## src/rtl/pdm_cic_array.sv

```systemverilog
// Multi-line PDM front end: PDM clock, dual-edge sampling,
// per-channel CIC decimation and a channel-tagged PCM FIFO.
module pdm_cic_array #(
  parameter int LINES          = 2,
  parameter int CIC_ORDER      = 3,
  parameter int MAX_DECIMATION = 128,
  parameter int PCM_WIDTH      = 16,
  parameter int FIFO_DEPTH     = 8,
  localparam int W  = CIC_ORDER*$clog2(MAX_DECIMATION)+1,
  localparam int SW = $clog2(W),
  localparam int CH = 2*LINES,
  localparam int CW = $clog2(CH)
) (
  input  logic                 clk_i,
  input  logic                 rst_n_i,
  input  logic                 enable_i,
  input  logic [7:0]           clock_divisor_i,
  input  logic [7:0]           decimation_i,
  input  logic [SW-1:0]        shift_i,
  input  logic [LINES-1:0]     pdm_data_i,
  output logic                 pdm_clk_o,
  output logic [PCM_WIDTH-1:0] pcm_o,
  output logic [CW-1:0]        channel_o,
  output logic                 valid_o,
  input  logic                 ready_i,
  output logic                 overrun_o,
  input  logic                 clear_i
);

  localparam int N   = CIC_ORDER;
  localparam int DW  = $clog2(MAX_DECIMATION);
  localparam int AW  = $clog2(FIFO_DEPTH);
  localparam int WCW = $clog2(N+2);
  localparam int XW  = (W > PCM_WIDTH) ? W : PCM_WIDTH;
  localparam logic [8:0] MAXD = 9'(MAX_DECIMATION);
  localparam logic [WCW-1:0] WARM = WCW'(N+1);
  localparam logic signed [XW-1:0] PMAX =
    {{(XW-PCM_WIDTH+1){1'b0}}, {(PCM_WIDTH-1){1'b1}}};
  localparam logic signed [XW-1:0] PMIN =
    {{(XW-PCM_WIDTH+1){1'b1}}, {(PCM_WIDTH-1){1'b0}}};

  logic          en_q, run;
  logic [7:0]    div_q;
  logic [DW-1:0] dm1_q;
  logic [SW-1:0] shift_q;
  logic [8:0]    d_in, d_cl;

  // run is held off for the enable-rise cycle so config is latched first
  assign run  = enable_i & en_q;
  assign d_in = {1'b0, decimation_i};

  always_comb begin
    d_cl = d_in;
    if (d_in < 9'd2)      d_cl = 9'd2;
    else if (d_in > MAXD) d_cl = MAXD;
  end

  always_ff @(posedge clk_i or negedge rst_n_i) begin
    if (!rst_n_i) begin
      en_q    <= 1'b0;
      div_q   <= '0;
      dm1_q   <= '0;
      shift_q <= '0;
    end else begin
      en_q <= enable_i;
      if (enable_i && !en_q) begin
        div_q   <= clock_divisor_i;
        dm1_q   <= DW'(d_cl - 9'd1);
        shift_q <= shift_i;
      end
    end
  end

  logic [7:0]    div_cnt;
  logic [DW-1:0] dec_cnt;
  logic          pdm_clk_q, tick, rise, fall, snap_req;

  assign tick = run && (div_cnt == div_q);
  assign rise = tick & ~pdm_clk_q;
  assign fall = tick & pdm_clk_q;

  always_ff @(posedge clk_i or negedge rst_n_i) begin
    if (!rst_n_i) begin
      div_cnt   <= '0;
      dec_cnt   <= '0;
      pdm_clk_q <= 1'b0;
      snap_req  <= 1'b0;
    end else if (!run) begin
      div_cnt   <= '0;
      dec_cnt   <= '0;
      pdm_clk_q <= 1'b0;
      snap_req  <= 1'b0;
    end else begin
      snap_req <= 1'b0;
      if (tick) begin
        div_cnt   <= '0;
        pdm_clk_q <= ~pdm_clk_q;
      end else begin
        div_cnt <= div_cnt + 8'd1;
      end
      if (fall) begin
        if (dec_cnt == dm1_q) begin
          dec_cnt  <= '0;
          snap_req <= 1'b1;
        end else begin
          dec_cnt <= dec_cnt + DW'(1);
        end
      end
    end
  end

  logic [W-1:0] integ [CH][N];

  always_ff @(posedge clk_i or negedge rst_n_i) begin
    if (!rst_n_i) begin
      for (int c = 0; c < CH; c++)
        for (int i = 0; i < N; i++)
          integ[c][i] <= '0;
    end else begin
      for (int c = 0; c < CH; c++) begin
        if (!run) begin
          for (int i = 0; i < N; i++)
            integ[c][i] <= '0;
        end else if ((c % 2 == 1) ? rise : fall) begin
          integ[c][0] <= integ[c][0] +
            (pdm_data_i[c/2] ? W'(1) : '1);
          for (int i = 1; i < N; i++)
            integ[c][i] <= integ[c][i] + integ[c][i-1];
        end
      end
    end
  end

  logic [W-1:0]   snap [CH];
  logic [WCW-1:0] warm;

  always_ff @(posedge clk_i or negedge rst_n_i) begin
    if (!rst_n_i) begin
      for (int c = 0; c < CH; c++) snap[c] <= '0;
      warm <= '0;
    end else if (!run) begin
      for (int c = 0; c < CH; c++) snap[c] <= '0;
      warm <= '0;
    end else if (snap_req) begin
      for (int c = 0; c < CH; c++) snap[c] <= integ[c][N-1];
      if (warm != WARM) warm <= warm + WCW'(1);
    end
  end

  typedef enum logic {IDLE, RUN} seq_t;
  seq_t          st, st_n;
  logic [CW-1:0] idx, idx_n;
  logic          push;

  always_ff @(posedge clk_i or negedge rst_n_i) begin
    if (!rst_n_i) begin
      st  <= IDLE;
      idx <= '0;
    end else if (!run) begin
      st  <= IDLE;
      idx <= '0;
    end else begin
      st  <= st_n;
      idx <= idx_n;
    end
  end

  always_comb begin
    st_n  = st;
    idx_n = idx;
    push  = 1'b0;
    unique case (st)
      IDLE: begin
        if (snap_req) begin
          st_n  = RUN;
          idx_n = '0;
        end
      end
      RUN: begin
        push = (warm == WARM);
        if (idx == CW'(CH-1)) st_n = IDLE;
        else idx_n = idx + CW'(1);
      end
    endcase
  end

  logic [W-1:0] comb_d [CH][N];
  logic [W-1:0] cin [N];
  logic [W-1:0] cout;

  always_comb begin
    cout = snap[idx];
    for (int i = 0; i < N; i++) begin
      cin[i] = cout;
      cout   = cout - comb_d[idx][i];
    end
  end

  always_ff @(posedge clk_i or negedge rst_n_i) begin
    if (!rst_n_i) begin
      for (int c = 0; c < CH; c++)
        for (int i = 0; i < N; i++)
          comb_d[c][i] <= '0;
    end else if (!run) begin
      for (int c = 0; c < CH; c++)
        for (int i = 0; i < N; i++)
          comb_d[c][i] <= '0;
    end else if (st == RUN) begin
      for (int i = 0; i < N; i++)
        comb_d[idx][i] <= cin[i];
    end
  end

  logic signed [W-1:0]  shd;
  logic signed [XW-1:0] shx;
  logic [PCM_WIDTH-1:0] pcm_s;

  assign shd = $signed(cout) >>> shift_q;
  assign shx = XW'(shd);

  always_comb begin
    pcm_s = shx[PCM_WIDTH-1:0];
    if (shx > PMAX)      pcm_s = PMAX[PCM_WIDTH-1:0];
    else if (shx < PMIN) pcm_s = PMIN[PCM_WIDTH-1:0];
  end

  logic [CW+PCM_WIDTH-1:0] mem [FIFO_DEPTH];
  logic [CW+PCM_WIDTH-1:0] head;
  logic [AW:0]             wr_ptr, rd_ptr;
  logic                    empty, full, pop, wr_en, drop, ovr_q;

  assign empty = (wr_ptr == rd_ptr);
  assign full  = (wr_ptr[AW] != rd_ptr[AW]) &&
                 (wr_ptr[AW-1:0] == rd_ptr[AW-1:0]);
  assign pop   = ~empty & ready_i;
  // a pop in the same cycle frees the slot, so the push still lands
  assign wr_en = push & (~full | pop);
  assign drop  = push & full & ~pop;

  always_ff @(posedge clk_i) begin
    if (wr_en) mem[wr_ptr[AW-1:0]] <= {idx, pcm_s};
  end

  always_ff @(posedge clk_i or negedge rst_n_i) begin
    if (!rst_n_i) begin
      wr_ptr <= '0;
      rd_ptr <= '0;
    end else if (!run) begin
      wr_ptr <= '0;
      rd_ptr <= '0;
    end else begin
      if (wr_en) wr_ptr <= wr_ptr + (AW+1)'(1);
      if (pop)   rd_ptr <= rd_ptr + (AW+1)'(1);
    end
  end

  always_ff @(posedge clk_i or negedge rst_n_i) begin
    if (!rst_n_i) ovr_q <= 1'b0;
    else          ovr_q <= (ovr_q & ~clear_i) | drop;
  end

  assign head      = mem[rd_ptr[AW-1:0]];
  assign valid_o   = ~empty;
  assign pcm_o     = empty ? '0 : head[PCM_WIDTH-1:0];
  assign channel_o = empty ? '0 : head[CW+PCM_WIDTH-1:PCM_WIDTH];
  assign pdm_clk_o = pdm_clk_q;
  assign overrun_o = ovr_q;

endmodule
```

## config.mk

```make
export PLATFORM = sky130hd
export DESIGN_NAME = pdm_cic_array
export DESIGN_NICKNAME = d
export VERILOG_FILES = /design/src/rtl/pdm_cic_array.sv
export SDC_FILE = /design/constraint.sdc
export NUM_CORES = 2
export LEC_CHECK = 0
export CORE_MARGIN = 2
export CORE_UTILIZATION = 45
export CTS_CLUSTER_SIZE = 16
export DETAILED_ROUTE_END_ITERATION = 6
export PLACE_DENSITY = 0.71
export SYNTH_ARGS = -nofsm -noshare
export SYNTH_HDL_FRONTEND = slang
export SYNTH_SLANG_ARGS = --single-unit
```

## constraint.sdc

```tcl
create_clock -name clk_i -period 13.1 [get_ports clk_i]
set_clock_uncertainty 0.05 [all_clocks]
set_input_delay 1.965 -clock clk_i [delete_from_list [all_inputs] [get_ports clk_i]]
set_output_delay 1.965 -clock clk_i [all_outputs]
set_load 0.01 [all_outputs]
```

==> impl_metrics.env <==
export IMPL_port_buffer_count=48
export IMPL_die_h_um=331
export IMPL_yosysSeqAreaShare=0.437
export IMPL_cts_tree="built"
export IMPL_internal_power_mw=4.27
export IMPL_arrival_ns=10.45
export IMPL_synth_edf_count=144
export IMPL_power_density_mw_per_mm2=105
export IMPL_clk_path_buf_depth=3
export IMPL_synthArstFlopShare=0.823
export IMPL_clockPowerShare=0.475
export IMPL_dr_pass1_iters=5
export IMPL_root_buffer="clkbuf_16"
export IMPL_n_fill_cell=9441
export IMPL_drv_slew=0
export IMPL_clk_pin_slew_ns=0.06
export IMPL_synth_area_mm2=0.0482
export IMPL_finalSetupViolCount=0
export IMPL_reg2reg_to="mem[6][6]"
export IMPL_yosys_warnings=0
export IMPL_cts_buffers=88
export IMPL_period_share=0.776
export IMPL_synth_cell_types=81
export IMPL_hold_viol_final=0
export IMPL_grt_max_degree=186
export IMPL_drt_iter0_drc=2596
export IMPL_grt_use_total=0.209
export IMPL_start_util=0.452
export IMPL_final_nets=5053
export IMPL_switchingPower_mw=1.30
export IMPL_synthTopCellsByCount="669 x dfrtp_1, 547 x nand2_1, 418 x a21oi_1, 337 x nor2_1, 322 x ha_1"
export IMPL_start_kind="flop"
export IMPL_synth_most_common_cell="dfrtp_1"
export IMPL_drtAntennaViolNets=0
export IMPL_place_gp_congestion=0.853
export IMPL_vias=35800
export IMPL_synth_cells=4731
export IMPL_placed_cell_area_mm2=0.0501
export IMPL_syn_avg_cell_area_um2=10.2
export IMPL_drc=0
export IMPL_synthFlopType="dfrtp_1"
export IMPL_crit_type="reg -> reg"
export IMPL_worstHoldStart="comb_d[23]"
export IMPL_swShare=0.233
export IMPL_std_cell_rows=120
export IMPL_multi_input_area_mm2=0.0256
export IMPL_path_max_fanout=50
export IMPL_io_pins=49
export IMPL_die_area_mm2=0.110
export IMPL_htree_levels=3
export IMPL_timing_rr_start="idx[0]"
export IMPL_worst_ep_required_time_ns=13.38
export IMPL_die_x_um=331
export IMPL_leakagePower_nw=23.0
export IMPL_ctsResizeCount=0
export IMPL_coreArea_mm2=0.107
export IMPL_pre_cts_slack_ns=3.08
export IMPL_r2r_setup_slack_ns=2.93
export IMPL_synth_top_area_share=0.348
export IMPL_worstMarginPinSlew_ns=1.08
export IMPL_critPathMostFrequentCell="o21ai_0"
export IMPL_wl_um=114000
export IMPL_wire_per_inst_um=18.5
export IMPL_grt_pass1_vias=35100
export IMPL_synth_area_top_cells="dfrtp_1 35%, edfxtp_1 9.0%, ha_1 8.4%, mux4_2 5.9%, a21oi_1 4.3%"
export IMPL_regArea_mm2=0.0211
export IMPL_hold_buffers=0
export IMPL_drv_cap=0
export IMPL_hpwl_um=75500
export IMPL_areaGrowthSynthToFinish_pct=10.4
export IMPL_status="finished clean"
export IMPL_drive_gt1_frac=0.0849
export IMPL_grt_pass1_wl_um=187000
export IMPL_fin_crit_ns=10.17
export IMPL_slowest_delay_ns=1.06
export IMPL_combPwrFrac=0.053
export IMPL_slew_headroom=0.279
export IMPL_rr_worst_depth=34
export IMPL_hold_depth=2
export IMPL_cp_startpoint="idx[0]"
export IMPL_clock_latency_ns=0.67
export IMPL_crit_path_end_kind="flop"
export IMPL_peakVddDrop_v=0.0000986
export IMPL_p_seq_frac=0.472
export IMPL_grt_setup_unrepaired="no"
export IMPL_max_freq_mhz=98.3
export IMPL_synth_area_leader_cell="dfrtp_1"
export IMPL_grt_remaining_overflow=0
export IMPL_diodes=0
export IMPL_antenna_found_initial=0
export IMPL_ys_ff_latch=813
export IMPL_setup_ws_ns=2.93
export IMPL_cts_setup_buffers=0
export IMPL_crit_end="mem[6][6]"
export IMPL_fin_tns_setup_ns=0
export IMPL_synthesis_nets=5096
export IMPL_hp_class="reg -> reg"
export IMPL_via_per_inst=5.81
export IMPL_design_area_mm2=0.0532
export IMPL_cp_slowest_cell="dfrtp_4"
export IMPL_clkSinkCount=813
critical path: cells and delay by family (launching register included):
kind,cells,cell delay (ns)
and+or+nand+nor,5,0.67
AOI/OAI and AO/OA,22,5.39
muxes,1,0.60
DFF,1,1.06
xor gates and xnor gates,2,0.54
adders and majority gates,4,1.50
per-layer routing:
| layer | global-route usage | part of all wire | wire length, µm | vias to the layer above |
|---|---|---|---|---|
| li1 | - | - | - | 17200 |
| met1 | 0.280 | 0.45 | 51200 | 17700 |
| met2 | 0.348 | 0.48 | 54600 | 734 |
| met3 | 0.0238 | 0.038 | 4360 | 198 |
| met4 | 0.0779 | 0.035 | 4020 | 0 |
| met5 | 0 | 0 | 0 | - |
logic make-up (layout without fill, tap and decap cells):
family	after synthesis	after routing	synth area share
AND/OR/NAND/NOR	1342	1342	0.125
multiplexers	278	278	0.0912
buffers and inverters	416	445	0.0327
AO/OA/AOI/OAI	1270	1270	0.173
flip-flops	813	813	0.437
adder cells (fa/ha/maj)	337	337	0.0899
XOR/XNOR	275	275	0.0508
state kept, by name, summed over array words and instances, names as in the netlist, 4 cells and up:
register	flops
dm1_q	7
snap	88
dec_cnt	7
div_cnt	8
rd_ptr	4
integ	264
wr_ptr	4
comb_d	264
mem	144
div_q	8
shift_q	5
placed cells by master (no fill, tap or decap), types with 21 or more instances in the layout:
cell type and count:
edfxtp_1 144, and3_1 41, nor2b_1 27, clkdlybuf4s50_1 47, a21o_1 90, o211ai_1 26, mux2i_1 134, clkbuf_16 88
o21a_1 28, xnor2_1 188, nor3_1 78, nand2b_1 32, ha_1 322, a31oi_1 21, a211oi_1 38, nand4_1 25
inv_1 183, or3_1 53, mux4_2 127, nand2_1 545, o21bai_1 46, xor2_1 84, dfrtp_1 665, a22o_1 216
nor2_1 335, buf_4 47, a21oi_1 414, o21ai_0 230, nand3_1 112
how the worst min path moves through the flow:
stage / slack (ns) / to
CTS: 0.43 / comb_d[2]
detailed placement: 0.42 / comb_d[23]
global placement: 0.41 / comb_d[167]
global route: 0.45 / comb_d[156]
floorplan: 0.39 / comb_d[101]
finish: 0.43 / comb_d[23]
cell type report:
cell class,instances,area share
clock buffers,121,0.0466
clock inverters,41,0.0118
inverters,185,0.0131
multi-input cells,3502,0.482
flip-flops and latches,813,0.396
well taps,1403,0.0330
repair buffers,98,0.0169
power groups by stage:
stage	registers, mW	logic (mW)	clock network, mW
floorplan	2.67	0.181	0
global placement	2.68	0.289	0
detailed placement	2.68	0.296	0
CTS	2.63	0.298	2.69
global route	2.63	0.329	2.80
finish	2.63	0.295	2.65
per-stage QoR:
stage | total power, mW | hold slack, ns | std cells | util
2_1_floorplan | 2.85 | 0.395 | 4731 | -
3_3_place_gp | 2.97 | 0.407 | 6001 | 0.470
3_5_place_dp | 2.97 | 0.416 | 6001 | 0.470
4_1_cts | 5.62 | 0.429 | 6163 | 0.499
5_1_grt | 5.75 | 0.455 | 6163 | 0.499
6_report | 5.57 | 0.429 | 6163 | 0.499
No activity file was read; power rests on OpenSTA's default activity.
